==> src/rtl/thiele_dual_solver_sequencer.sv <==
// Launches the sequential and autonomous graph solvers together, captures each side's first result,
// and reports one field-by-field verdict per run (or a timeout) over a valid/ready handshake.
module thiele_dual_solver_sequencer #(
    parameter int NODES          = 9,
    parameter int TIMEOUT_CYCLES = 100000,
    parameter int CNT_W          = 20
) (
    input  logic                 clk,
    input  logic                 reset,
    input  logic                 run_req,
    output logic                 run_ack,
    output logic                 solver_start,
    input  logic                 seq_done,
    input  logic [2*NODES-1:0]   seq_colouring,
    input  logic [31:0]          seq_mu_question,
    input  logic [31:0]          seq_mu_info,
    input  logic [31:0]          seq_mu_total,
    input  logic [5:0]           seq_mu_legacy,
    input  logic                 auto_done,
    input  logic [2*NODES-1:0]   auto_colouring,
    input  logic [31:0]          auto_mu_question,
    input  logic [31:0]          auto_mu_info,
    input  logic [31:0]          auto_mu_total,
    input  logic [5:0]           auto_mu_legacy,
    input  logic [7:0]           auto_backtracks,
    output logic                 result_valid,
    input  logic                 result_ready,
    output logic                 match,
    output logic [4:0]           mismatch_mask,
    output logic                 timed_out,
    output logic [CNT_W-1:0]     seq_cycles,
    output logic [CNT_W-1:0]     auto_cycles,
    output logic [7:0]           backtracks,
    output logic                 busy,
    output logic [2:0]           state_dbg
);

    // Handshake: a verdict transfers on a cycle where result_valid && result_ready are both high;
    // result_valid and every result output stay constant from assertion until that transfer.

    typedef enum logic [2:0] {
        S_IDLE    = 3'd0,
        S_LAUNCH  = 3'd1,
        S_WAIT    = 3'd2,
        S_COMPARE = 3'd3,
        S_REPORT  = 3'd4
    } state_t;

    localparam int CW = 2 * NODES;
    localparam logic [CNT_W-1:0] CNT_MAX = '1;
    localparam logic [CNT_W-1:0] TIMEOUT = CNT_W'(TIMEOUT_CYCLES);

    state_t           state;
    logic [CNT_W-1:0] wait_cnt;
    logic             seq_got, auto_got;
    logic [CW-1:0]    seq_col_q, auto_col_q;
    logic [31:0]      seq_q_q, auto_q_q, seq_i_q, auto_i_q, seq_t_q, auto_t_q;
    logic [5:0]       seq_l_q, auto_l_q;

    logic [CNT_W-1:0] wait_inc;
    logic             seq_take, auto_take, both_fin;
    logic [4:0]       mask_c;

    always_comb begin
        wait_inc  = (wait_cnt == CNT_MAX) ? wait_cnt : wait_cnt + CNT_W'(1);
        seq_take  = seq_done && !seq_got;
        auto_take = auto_done && !auto_got;
        both_fin  = (seq_got || seq_done) && (auto_got || auto_done);
        // Case inequality so an X/Z on either side shows up as a mismatch, never as a silent pass.
        mask_c    = {seq_l_q !== auto_l_q, seq_t_q !== auto_t_q, seq_i_q !== auto_i_q,
                     seq_q_q !== auto_q_q, seq_col_q !== auto_col_q};
    end

    assign busy      = (state != S_IDLE);
    assign state_dbg = state;

    always_ff @(posedge clk or negedge reset) begin
        if (!reset) begin
            state         <= S_IDLE;
            run_ack       <= 1'b0;
            solver_start  <= 1'b0;
            result_valid  <= 1'b0;
            match         <= 1'b0;
            mismatch_mask <= '0;
            timed_out     <= 1'b0;
            seq_cycles    <= '0;
            auto_cycles   <= '0;
            backtracks    <= '0;
            wait_cnt      <= '0;
            seq_got       <= 1'b0;
            auto_got      <= 1'b0;
            seq_col_q     <= '0;  auto_col_q <= '0;
            seq_q_q       <= '0;  auto_q_q   <= '0;
            seq_i_q       <= '0;  auto_i_q   <= '0;
            seq_t_q       <= '0;  auto_t_q   <= '0;
            seq_l_q       <= '0;  auto_l_q   <= '0;
        end else begin
            run_ack      <= 1'b0;
            solver_start <= 1'b0;
            case (state)
                S_IDLE: begin
                    if (run_req) begin
                        // Ack and start pulse are both visible during the LAUNCH cycle.
                        run_ack       <= 1'b1;
                        solver_start  <= 1'b1;
                        match         <= 1'b0;
                        mismatch_mask <= '0;
                        timed_out     <= 1'b0;
                        seq_cycles    <= '0;
                        auto_cycles   <= '0;
                        backtracks    <= '0;
                        wait_cnt      <= '0;
                        seq_got       <= 1'b0;
                        auto_got      <= 1'b0;
                        seq_col_q     <= '0;  auto_col_q <= '0;
                        seq_q_q       <= '0;  auto_q_q   <= '0;
                        seq_i_q       <= '0;  auto_i_q   <= '0;
                        seq_t_q       <= '0;  auto_t_q   <= '0;
                        seq_l_q       <= '0;  auto_l_q   <= '0;
                        state         <= S_LAUNCH;
                    end
                end
                S_LAUNCH: state <= S_WAIT;
                S_WAIT: begin
                    wait_cnt <= wait_inc;
                    if (seq_take) begin
                        seq_got    <= 1'b1;
                        seq_cycles <= wait_inc;
                        seq_col_q  <= seq_colouring;
                        seq_q_q    <= seq_mu_question;
                        seq_i_q    <= seq_mu_info;
                        seq_t_q    <= seq_mu_total;
                        seq_l_q    <= seq_mu_legacy;
                    end
                    if (auto_take) begin
                        auto_got    <= 1'b1;
                        auto_cycles <= wait_inc;
                        backtracks  <= auto_backtracks;
                        auto_col_q  <= auto_colouring;
                        auto_q_q    <= auto_mu_question;
                        auto_i_q    <= auto_mu_info;
                        auto_t_q    <= auto_mu_total;
                        auto_l_q    <= auto_mu_legacy;
                    end
                    if (both_fin) begin
                        state <= S_COMPARE;
                    end else if (wait_inc >= TIMEOUT) begin
                        timed_out     <= 1'b1;
                        match         <= 1'b0;
                        mismatch_mask <= '0;
                        result_valid  <= 1'b1;
                        state         <= S_REPORT;
                    end
                end
                S_COMPARE: begin
                    mismatch_mask <= mask_c;
                    match         <= (mask_c == 5'd0);
                    result_valid  <= 1'b1;
                    state         <= S_REPORT;
                end
                S_REPORT: begin
                    if (result_ready) begin
                        result_valid <= 1'b0;
                        state        <= S_IDLE;
                    end
                end
                default: state <= S_IDLE;
            endcase
        end
    end

endmodule

==> config.mk <==
export PLATFORM = sky130hd
export DESIGN_NAME = thiele_dual_solver_sequencer
export DESIGN_NICKNAME = d
export VERILOG_FILES = /design/src/rtl/thiele_dual_solver_sequencer.sv
export SDC_FILE = /design/constraint.sdc
export NUM_CORES = 1
export LEC_CHECK = 0
export BUFFER_PORTS_ARGS = -buffer_cell sky130_fd_sc_hd__buf_2
export CORE_MARGIN = 3
export CORE_UTILIZATION = 35
export CTS_CLUSTER_SIZE = 25
export DETAILED_ROUTE_END_ITERATION = 16
export SYNTH_ARGS = -nofsm -noshare
export SYNTH_HDL_FRONTEND = slang
export SYNTH_SLANG_ARGS = --single-unit
==> constraint.sdc <==
create_clock -name clk -period 2.5 [get_ports clk]
set_input_delay 0.375 -clock clk [delete_from_list [all_inputs] [get_ports clk]]
set_output_delay 0.375 -clock clk [all_outputs]
set_load 0.05 [all_outputs]
==> results.md, run 1 <==
- P_leak: 9.03 nW
- WHS: 0.0756 ns
- Hold_sp: auto_mu_info[31]
- Fin area: 17300 um^2
- Async SR Flop Fraction: 100%
- Crit start category: flop
- Post-Layout Cell Count: 1955
- Setup TNS: 0 ns
- Max clock buf depth: 3
- Worst r2r src: wait_cnt[1]
- Worst Path Required: 2.90 ns
- Placer Congestion: 0.880
- Die Y-Extent: 203 um
- Post-Syn Nets: 1340
- Crit path from: wait_cnt[1]
- 1st-pass router iterations: 5
- Synth warnings: 0
- Post-synthesis instance area: 13600 um^2
- Endpoints failing hold: 0
- Average size of a mapped cell: 12.5 um^2
- Relative slew slack: 52.2%
- I/O Pins: 316
- Placed cell count: 1878
- Total track usage: 18.9%
- # DRC: 0
- Row count: 71
- Post-Synthesis Cells: 1085
- Layout area overhead: 27.4%
- CP max FO: 6
- Share of cells above drive strength 1: 31.0%
- Crit path capture: mismatch_mask[2]
- Yosys reg bits: 322
- PortBufs: 315
- Seq/Total Area, Yosys: 59.2%
- Final worst-path cycle share: 93.1%
- Tightest Pin Transition: 0.717 ns
- Final WL: 39.7 mm
- Clock skew: 0.0173 ns
- First-pass GRT wire length: 62.4 mm
- Max rail drop VDD: 890 uV
- Initial antenna violation count: 9
- Kind of critical path: flop to flop
- Routed len/inst: 20.3 um
- Vias: 10287
- RSZ-0062 raised after global routing: false
- CP cell instances: ha_1, nand4_2, nor4_4, nor4b_1, mux2_4, o22ai_4, o211ai_4, a31o_1
- Worst R2R Setup Slack: 0.17 ns
- Core Util, Final: 45.6%
- CTS buffer count: 37
- Max stage delay on crit path: 0.36 ns
- Placed Area: 16000 um^2
- R2r endpoint: mismatch_mask[2]
- Initial Util: 35.8%
- Pwr Density: 1190 nW/um^2
- Vias per std cell: 5.26
- CORE AREA: 38000 um^2
- Worst path slowest cell: nor4_4
- Die area: 41300 um^2
- Outcome: completed
- Top_reg_cell synth: dfrtp_1
- Total congestion overflow: 0
- Clock latency on the worst-skew pair: 0.52 ns
- Vias in the first global route: 10701
- Largest net degree at the start of global routing: 77
- Number of flops mapped to enable cells by yosys: 0
- Final setup fails: 0
- ANT nets after route: 0
- H-Tree Level Count: 2
- Maxcap violations: 0
- Clk sink count: 322
- CP Capture Type: flop
- CTS tree: done
- # fillers: 3519
- Count of cell types in the netlist: 58
- Hold WC Path Type: primary input to flop
- Pins Over Slew Limit: 0
- Fmax: 0.430 GHz
- Reg2reg path depth: 8
- Clk Tree Root Cell: clkbuf_16
- CTS clk-pin slew, worst paths: 0.06 ns
- Die width: 203 um
- Final net count: 1664
- DPL Wire Length: 27.6 mm
- Worst EP arrival: 2.73 ns
- Crit path time final: 2.33 ns
- Iter 0 DRT Violations: 541
[cell usage after synthesis (2+ instances only)]
cell      count  area, um^2
a21o_1        4        30.0
a21oi_1       8        40.0
a22o_1      260        2280
a31o_1        6        52.6
a31oi_1       3        18.8
and2_1        3        18.8
and3_1        4        25.0
and4_1        4        35.0
and4b_1       2        20.0
buf_1         8        30.0
buf_2        26         130
buf_4         5        37.5
clkbuf_1     38         143
clkbuf_2      3        15.0
dfrtp_1     322        8060
inv_1         3        11.3
mux2_2        3        33.8
mux2i_1       2        20.0
nand2_1      57         214
nand2b_1      3        18.8
nand3_1      20         100
nand3_2       2        20.0
nand3b_1      3        22.5
nand4_1      16         100
nand4_2       2        25.0
nor2_1       23        86.3
nor2b_1       3        18.8
nor3_1        5        25.0
nor3b_1       5        37.5
nor4_1       29         181
nor4_4        2        42.5
nor4b_1       2        17.5
o21ai_0      44         220
o31ai_1       8        60.1
o32ai_1       2        17.5
or3_1         2        12.5
xnor2_1      16         140
xor2_1      117        1020
[final cells by class]
type                    count  area (um^2)  area share [%]
inverters                   4         15.0          0.0866
clock buffers              55         1110            6.38
flip-flops and latches    322         8060            46.5
multi-input cells         679         5210            30.1
diodes                      7         17.5           0.101
clock inverters            12          149           0.859
repair buffers            365         2140            12.3
well taps                 511          639            3.69
[how the worst min path moves through the flow]
stage	end	slack, ns	depth (start not counted)
finish	auto_i_q[31]	0.08	2
global route	auto_t_q[8]	0.05	2
CTS	auto_t_q[26]	0.04	2
detailed placement	seq_cycles[11]	0.31	1
global placement	auto_cycles[12]	0.31	1
floorplan	auto_col_q[0]	0.08	0
[placed cells by master (no fill, tap or decap), types with 5 or more instances in the layout]
master / count
a22o_1: 260
nand4_1: 16
buf_2: 314
clkinv_2: 5
clkbuf_1: 9
clkbuf_16: 39
o31ai_1: 8
nor4_1: 29
diode_2: 7
clkbuf_8: 7
a31o_1: 6
nand3_1: 20
a21oi_1: 8
buf_12: 14
o21ai_0: 44
dfrtp_1: 322
nand2_1: 57
buf_4: 35
nor3_1: 5
xor2_1: 117
nor2_1: 21
xnor2_1: 16
[worst max-delay path: cells and delay by family (launching register included)]
kind	cells	cell delay, ns
and+or+nand+nor	3	0.67
AOI/OAI and AO/OA	3	0.61
DFF	1	0.35
muxes	1	0.31
adders and majority gates	1	0.26
[sequential cells by signal (all words and copies together) (netlist names), 8 cells and up]
name / flops
seq_i_q: 32
seq_t_q: 32
wait_cnt: 20
backtracks: 8
auto_t_q: 32
auto_i_q: 32
auto_col_q: 18
auto_cycles: 20
seq_q_q: 32
auto_q_q: 32
seq_cycles: 20
seq_col_q: 18
[per-layer routing]
layer	up-vias	routed length (um)	track usage [%]
li1	4719	-	-
met1	5128	18200	27.3
met2	365	17700	28.5
met3	71	2730	4.31
met4	4	1030	5.75
met5	-	32	0
[where the power goes]
part	leakage, nW	internal (mW)	total (mW)	switching, mW
logic	4.07	2.97	7.08	4.11
registers	4.34	6.81	7.95	1.14
clock network	0.617	3.38	5.54	2.15
[stage by stage]
stage	power [mW]	setup WS [ns]
global placement	15.1	0.133
detailed placement	15.1	0.0934
finish	20.6	0.174
CTS	20.8	0.0789
floorplan	12.6	0.184
global route	21.8	0.00806
[cells by family (layout without fill, tap and decap cells)]
group	Yosys count	after routing	synth area share, %
and+or+nand+nor	193	193	7.96
adders and majority gates	1	1	0.0919
muxes	6	6	0.506
other	0	7	0
buffers and inverters	84	436	2.72
DFF	322	322	59.2
xor gates and xnor gates	133	133	8.56
AOI/OAI and AO/OA	346	346	20.9
[what timing repair did]
| item | in CTS | in global routing |
|---|---|---|
| gates resized for setup | 0 | 3 |
| hold buffers | 1 | 0 |
| buffers inserted | 0 | 2 |
| setup endpoints to repair | 0 | 18 |
| endpoints found under the hold margin | 40 | 0 |
No activity file was read; power rests on OpenSTA's default activity.
==> run 2, diff against run 1 <==
Settings changed: CTS_BUF_LIST from default to sky130_fd_sc_hd__clkbuf_8 sky130_fd_sc_hd__clkbuf_16.
==> results.md, run 2 (synthesis gave the netlist of run 1 again) <==
- ANT nets after route: 0 (unchanged)
- Endpoints failing hold: 0 (unchanged)
- Layout area overhead: 27.4% (unchanged)
- H-Tree Level Count: 2 (unchanged)
- Clock Power Share: 26.8% (about the same)
- Clk sink count: 322 (unchanged)
- Pins Over Slew Limit: 0 (unchanged)
- Row count: 71 (unchanged)
- CTS clk-pin slew, worst paths: 0.06 ns (about the same)
- P_leak: 9.06 nW (+0.41%)
- Relative slew slack: 52.6% (+0.36 points)
- Seq pwr share: 38.7% (about the same)
- Internal cell power: 13.1 mW (-0.28%)
- Setup TNS: 0 ns (unchanged)
- Largest net degree at the start of global routing: 77 (unchanged)
- Sw Pwr: 7.39 mW (-0.21%)
- Die Y-Extent: 203 um (unchanged)
- Die area: 41300 um^2 (unchanged)
- CP max FO: 6 (unchanged)
- Placed Area: 16000 um^2 (unchanged)
- Final worst slack: 0.169 ns (-0.00411 ns)
- CP Capture Type: flop
- Pwr Density: 1180 nW/um^2 (-0.26%)
- CTS buffer count: 37 (unchanged)
- 1st-pass router iterations: 5 (unchanged)
- Total track usage: 18.9% (unchanged)
- Final worst-path cycle share: 93.2% (+0.16 points)
- Initial antenna violation count: 9 (unchanged)
- Final WL: 39.6 mm (-0.16%)
- Crit path time final: 2.33 ns (+0.00411 ns)
- Placer Congestion: 0.880 (unchanged)
- Worst Path Required: 2.90 ns (about the same)
- # DRC: 0 (unchanged)
- CTS tree: done
- Commonest non-fill, non-tap cell in the layout: dfrtp_1
- Switch share: 36.0% (about the same)
- Initial Util: 35.8% (unchanged)
- Vias per std cell: 5.26 (about the same)
- Vias: 10288 (+0.0097%)
- Worst EP arrival: 2.73 ns (about the same)
- Storage cell area: 8060 um^2 (unchanged)
- First-pass GRT wire length: 62.4 mm (unchanged)
- Crit start category: flop
- Logic pwr share: 34.5% (about the same)
- Routed len/inst: 20.3 um (-0.16%)
- PortBufs: 315 (unchanged)
- Total congestion overflow: 0 (unchanged)
- Maxcap violations: 0 (unchanged)
- Fmax: 0.429 GHz (-0.18%)
- Clock latency on the worst-skew pair: 0.52 ns (about the same)
- Final net count: 1664 (unchanged)
- RSZ-0062 raised after global routing: false
- I/O Pins: 316 (unchanged)
- Outcome: completed
- Clock skew: 0.0169 ns (-0.000399 ns)
- DPL Wire Length: 27.6 mm (unchanged)
- Iter 0 DRT Violations: 532 (-1.7%)
- Vias in the first global route: 10701 (unchanged)
- Clk Tree Root Cell: clkbuf_16
- Final Power: 20.5 mW (-0.26%)
- Multi-input gate area: 5210 um^2 (unchanged)
- CORE AREA: 38000 um^2 (unchanged)
- Fin area: 17300 um^2 (unchanged)
- # fillers: 3519 (unchanged)
- Max clock buf depth: 3 (unchanged)
- Share of cells above drive strength 1: 31.0% (unchanged)
- Kind of critical path: flop to flop
- Tightest Pin Transition: 0.712 ns (-0.00539 ns)
- Max rail drop VDD: 889 uV (about the same)
- Final setup fails: 0 (unchanged)
- Commonest cells after routing, fill and taps aside: dfrtp_1, buf_2, a22o_1, xor2_1, nand2_1
- Hold WC Path Type: primary input to flop
- Die width: 203 um (unchanged)
- Place WS: 0.0934 ns (unchanged)
-- run 2: routing by layer --
layer / share of wire, % / track usage [%]
met5: 0.081 / 0
met4: 2.6 / 5.75
met3: 6.9 / 4.31
met2: 45 / 28.5
met1: 45 / 27.3
-- run 2: critical path: stages (launching register included) --
cell and delay, ns:
dfrtp_1 0.35, ha_1 0.26, nand4_2 0.21, nor4_4 0.37
nor4b_1 0.10, mux2_4 0.31, o22ai_4 0.22, o211ai_4 0.15
a31o_1 0.24
-- run 2: final timing paths --
kind | startpoint | endpoint | slack [ns] | depth (start not counted)
setup / recovery | wait_cnt[0] | mismatch_mask[2] | 0.17 | 8
hold / removal | auto_mu_info[31] | auto_i_q[31] | 0.08 | 2
setup reg to reg | wait_cnt[0] | mismatch_mask[2] | 0.17 | 8
hold reg to reg | seq_cycles[12] | seq_cycles[12] | 0.48 | 2
max in group asynchronous | reset | seq_i_q[17] | 1.24 | 4
min in group asynchronous | reset | auto_cycles[15] | 0.35 | 2
-- run 2: timing repair --
item / 4_1_cts / 5_1_grt
resized for setup: 0 / 3
hold buffers: 1 / 0
buffers inserted: 0 / 2
setup endpoints to repair: 0 / 18
hold endpoints to repair: 40 / 0
-- run 2: power by group through the flow --
stage                     clock (mW)  sequential [mW]  combinational [mW]
after floorplan                    0             8.29                4.34
after global placement             0             7.97                7.08
after detailed placement           0             8.01                7.13
after CTS                       5.67             7.94                7.20
after global routing            5.87             8.13                7.73
final                           5.50             7.94                7.07
-- run 2: metrics by stage --
stage | utilization, % | cells | hold WS [ns]
6_report | 45.6 | 1955 | 0.0757
5_1_grt | 45.6 | 1952 | 0.0523
4_1_cts | 45.5 | 1946 | 0.0425
3_5_place_dp | 42.2 | 1878 | 0.312
3_3_place_gp | 42.2 | 1878 | 0.310
2_1_floorplan | - | 1085 | 0.0794
-- run 2: area by class of cell --
class	instances	share of cell area, %
antenna	7	0.101
timing repair buffer	365	12.3
inverter	4	0.0866
clock buffer	46	6.18
tap	511	3.69
sequential	322	46.5
clock inverter	21	1.05
multi-input combinational	679	30.1
==> run 3, diff against run 2 <==
Settings changed: CORE_UTILIZATION 35 to 54, PLACE_DENSITY from default to 0.8.
==> results.md, run 3 (synthesis gave the netlist of run 1 again) <==
- 1st-pass router iterations: 5 (unchanged)
- # DRC: 0 (unchanged)
- Vias per std cell: 5.99 (+14%)
- # fillers: 1800 (-49%)
- ANT nets after route: 0 (unchanged)
- Clk Tree Root Cell: clkbuf_16
- Delay-heaviest family, CP: simple AND/OR/NAND/NOR gates
- DPL Wire Length: 26.5 mm (-4.0%)
- Pins Over Slew Limit: 0 (unchanged)
- Endpoints failing hold: 0 (unchanged)
- Die area: 27100 um^2 (-34%)
- CTS clk-pin slew, worst paths: 0.06 ns (about the same)
- P_leak: 9.00 nW (-0.74%)
- Crit path time final: 2.40 ns (+0.0662 ns)
- Max clock buf depth: 3 (unchanged)
- Vias in the first global route: 10615 (-0.80%)
- Final WL: 38.4 mm (-3.2%)
- Clk sink count: 322 (unchanged)
- RSZ-0062 raised after global routing: true
- Initial Util: 55.5% (+20 points)
- Routed len/inst: 21.8 um (+7.3%)
- Final net count: 1663 (-0.060%)
- Die Y-Extent: 165 um (-19%)
- Final worst slack: 0.103 ns (-0.0662 ns)
- Maxcap violations: 0 (unchanged)
- Kind of critical path: flop to flop
- CORE AREA: 24500 um^2 (-35%)
- H-Tree Level Count: 2 (unchanged)
- Clock skew: 0.00678 ns (-0.0101 ns)
- CP max FO: 6 (unchanged)
- Placed cell count: 1693 (-9.9%)
- Post-Layout Cell Count: 1764 (-9.8%)
- Largest net degree at the start of global routing: 126 (+64%)
- Die width: 165 um (-19%)
- Tightest Pin Transition: 1.01 ns (+0.302 ns)
- CP bufs+invs: 0 (unchanged)
- Layout area overhead: 24.8%
- Placer Congestion: 0.904 (+2.7%)
- Max stage delay on crit path: 0.37 ns (about the same)
- Max rail drop VDD: 752 uV (-15%)
- Outcome: completed
- Initial antenna violation count: 7 (-2)
- Worst path slowest cell: and4_2
- Worst EP arrival: 2.75 ns (+0.02 ns)
- Place WS: 0.0758 ns (-0.0176 ns)
- Relative slew slack: 32.2% (-20 points)
- Iter 0 DRT Violations: 875 (+64%)
- PortBufs: 315 (unchanged)
- Vias: 10562 (+2.7%)
- Final setup fails: 0 (unchanged)
- Pwr Density: 1180 nW/um^2 (-0.14%)
- Row count: 57 (-20%)
- Commonest non-fill, non-tap cell in the layout: dfrtp_1
- Crit path from: wait_cnt[0]
- I/O Pins: 316 (unchanged)
- Hold WC Path Type: primary input to flop
- Worst r2r src: wait_cnt[0]
- Placed Area: 15800 um^2 (-1.6%)
- Fmax: 0.417 GHz (-2.8%)
- CP Capture Type: flop
- Hold_sp: auto_mu_total[9]
- Total congestion overflow: 0 (unchanged)
- CTS tree: done
- CTS buffer count: 35 (-5.4%)
- CP cell instances: ha_1, and4_2, nand4_1, and2_1, o31ai_2, o2111ai_2, a21oi_2, o21ai_0
- Clock latency on the worst-skew pair: 0.50 ns (-0.02 ns)
- First-pass GRT wire length: 58.1 mm (-6.9%)
- Final worst-path cycle share: 95.9% (+2.6 points)
- Worst Path Required: 2.86 ns (-0.04 ns)
- Total track usage: 27.6% (+8.7 points)
- Crit start category: flop
- Fin area: 17000 um^2 (-2.0%)
- Commonest cells after routing, fill and taps aside: dfrtp_1, buf_2, a22o_1, xor2_1, nand2_1
- Share of cells above drive strength 1: 31.0% (about the same)
## run 3: timing repair
action	4_1_cts	5_1_grt
endpoints found under the setup margin	1	14
gates resized for setup	1	4
hold buffers	1	0
pin swaps	0	3
setup buffers	0	1
endpoints found under the hold margin	64	0
## run 3: power by group
part | switching, mW | internal, mW | leakage (nW)
Sequential | 1.20 | 6.81 | 4.34
Clock | 1.98 | 3.10 | 0.599
Combinational | 4.06 | 2.92 | 4.06
## run 3: worst paths after layout
check / endpoint / slack, ns / cells after the start
setup / recovery: result_valid / 0.10 / 8
hold / removal: auto_t_q[9] / 0.09 / 2
setup reg to reg: result_valid / 0.10 / 8
hold reg to reg: seq_cycles[12] / 0.48 / 2
max in group asynchronous: auto_i_q[20] / 1.26 / 4
min in group asynchronous: auto_q_q[16] / 0.45 / 2
## run 3: area by class of cell
type / count / area (um^2) / area share (%)
Sequential cell: 322 / 8060 / 47.4
Multi-Input combinational cell: 679 / 5220 / 30.8
Timing Repair Buffer: 366 / 2110 / 12.4
Clock buffer: 45 / 1040 / 6.10
Tap cell: 324 / 405 / 2.39
Clock inverter: 14 / 111 / 0.656
Antenna cell: 10 / 25.0 / 0.147
Inverter: 4 / 15.0 / 0.0884
## run 3: stage by stage
step	setup TNS (ns)	hold WS (ns)	utilization [%]	power (mW)
floorplan	0	0.0794	-	12.6
global route	-0.00326	0.0731	69.2	21.1
CTS	0	0.0694	69.0	20.2
finish	0	0.0925	69.2	20.1
global placement	0	0.408	64.3	14.7
detailed placement	0	0.411	64.3	15.0
## run 3: per-layer routing
layer	track usage, %	part of all wire, %
met3	5.22	7.3
met2	44.2	49
met5	0	0.068
met4	12.1	3.5
met1	36.9	40
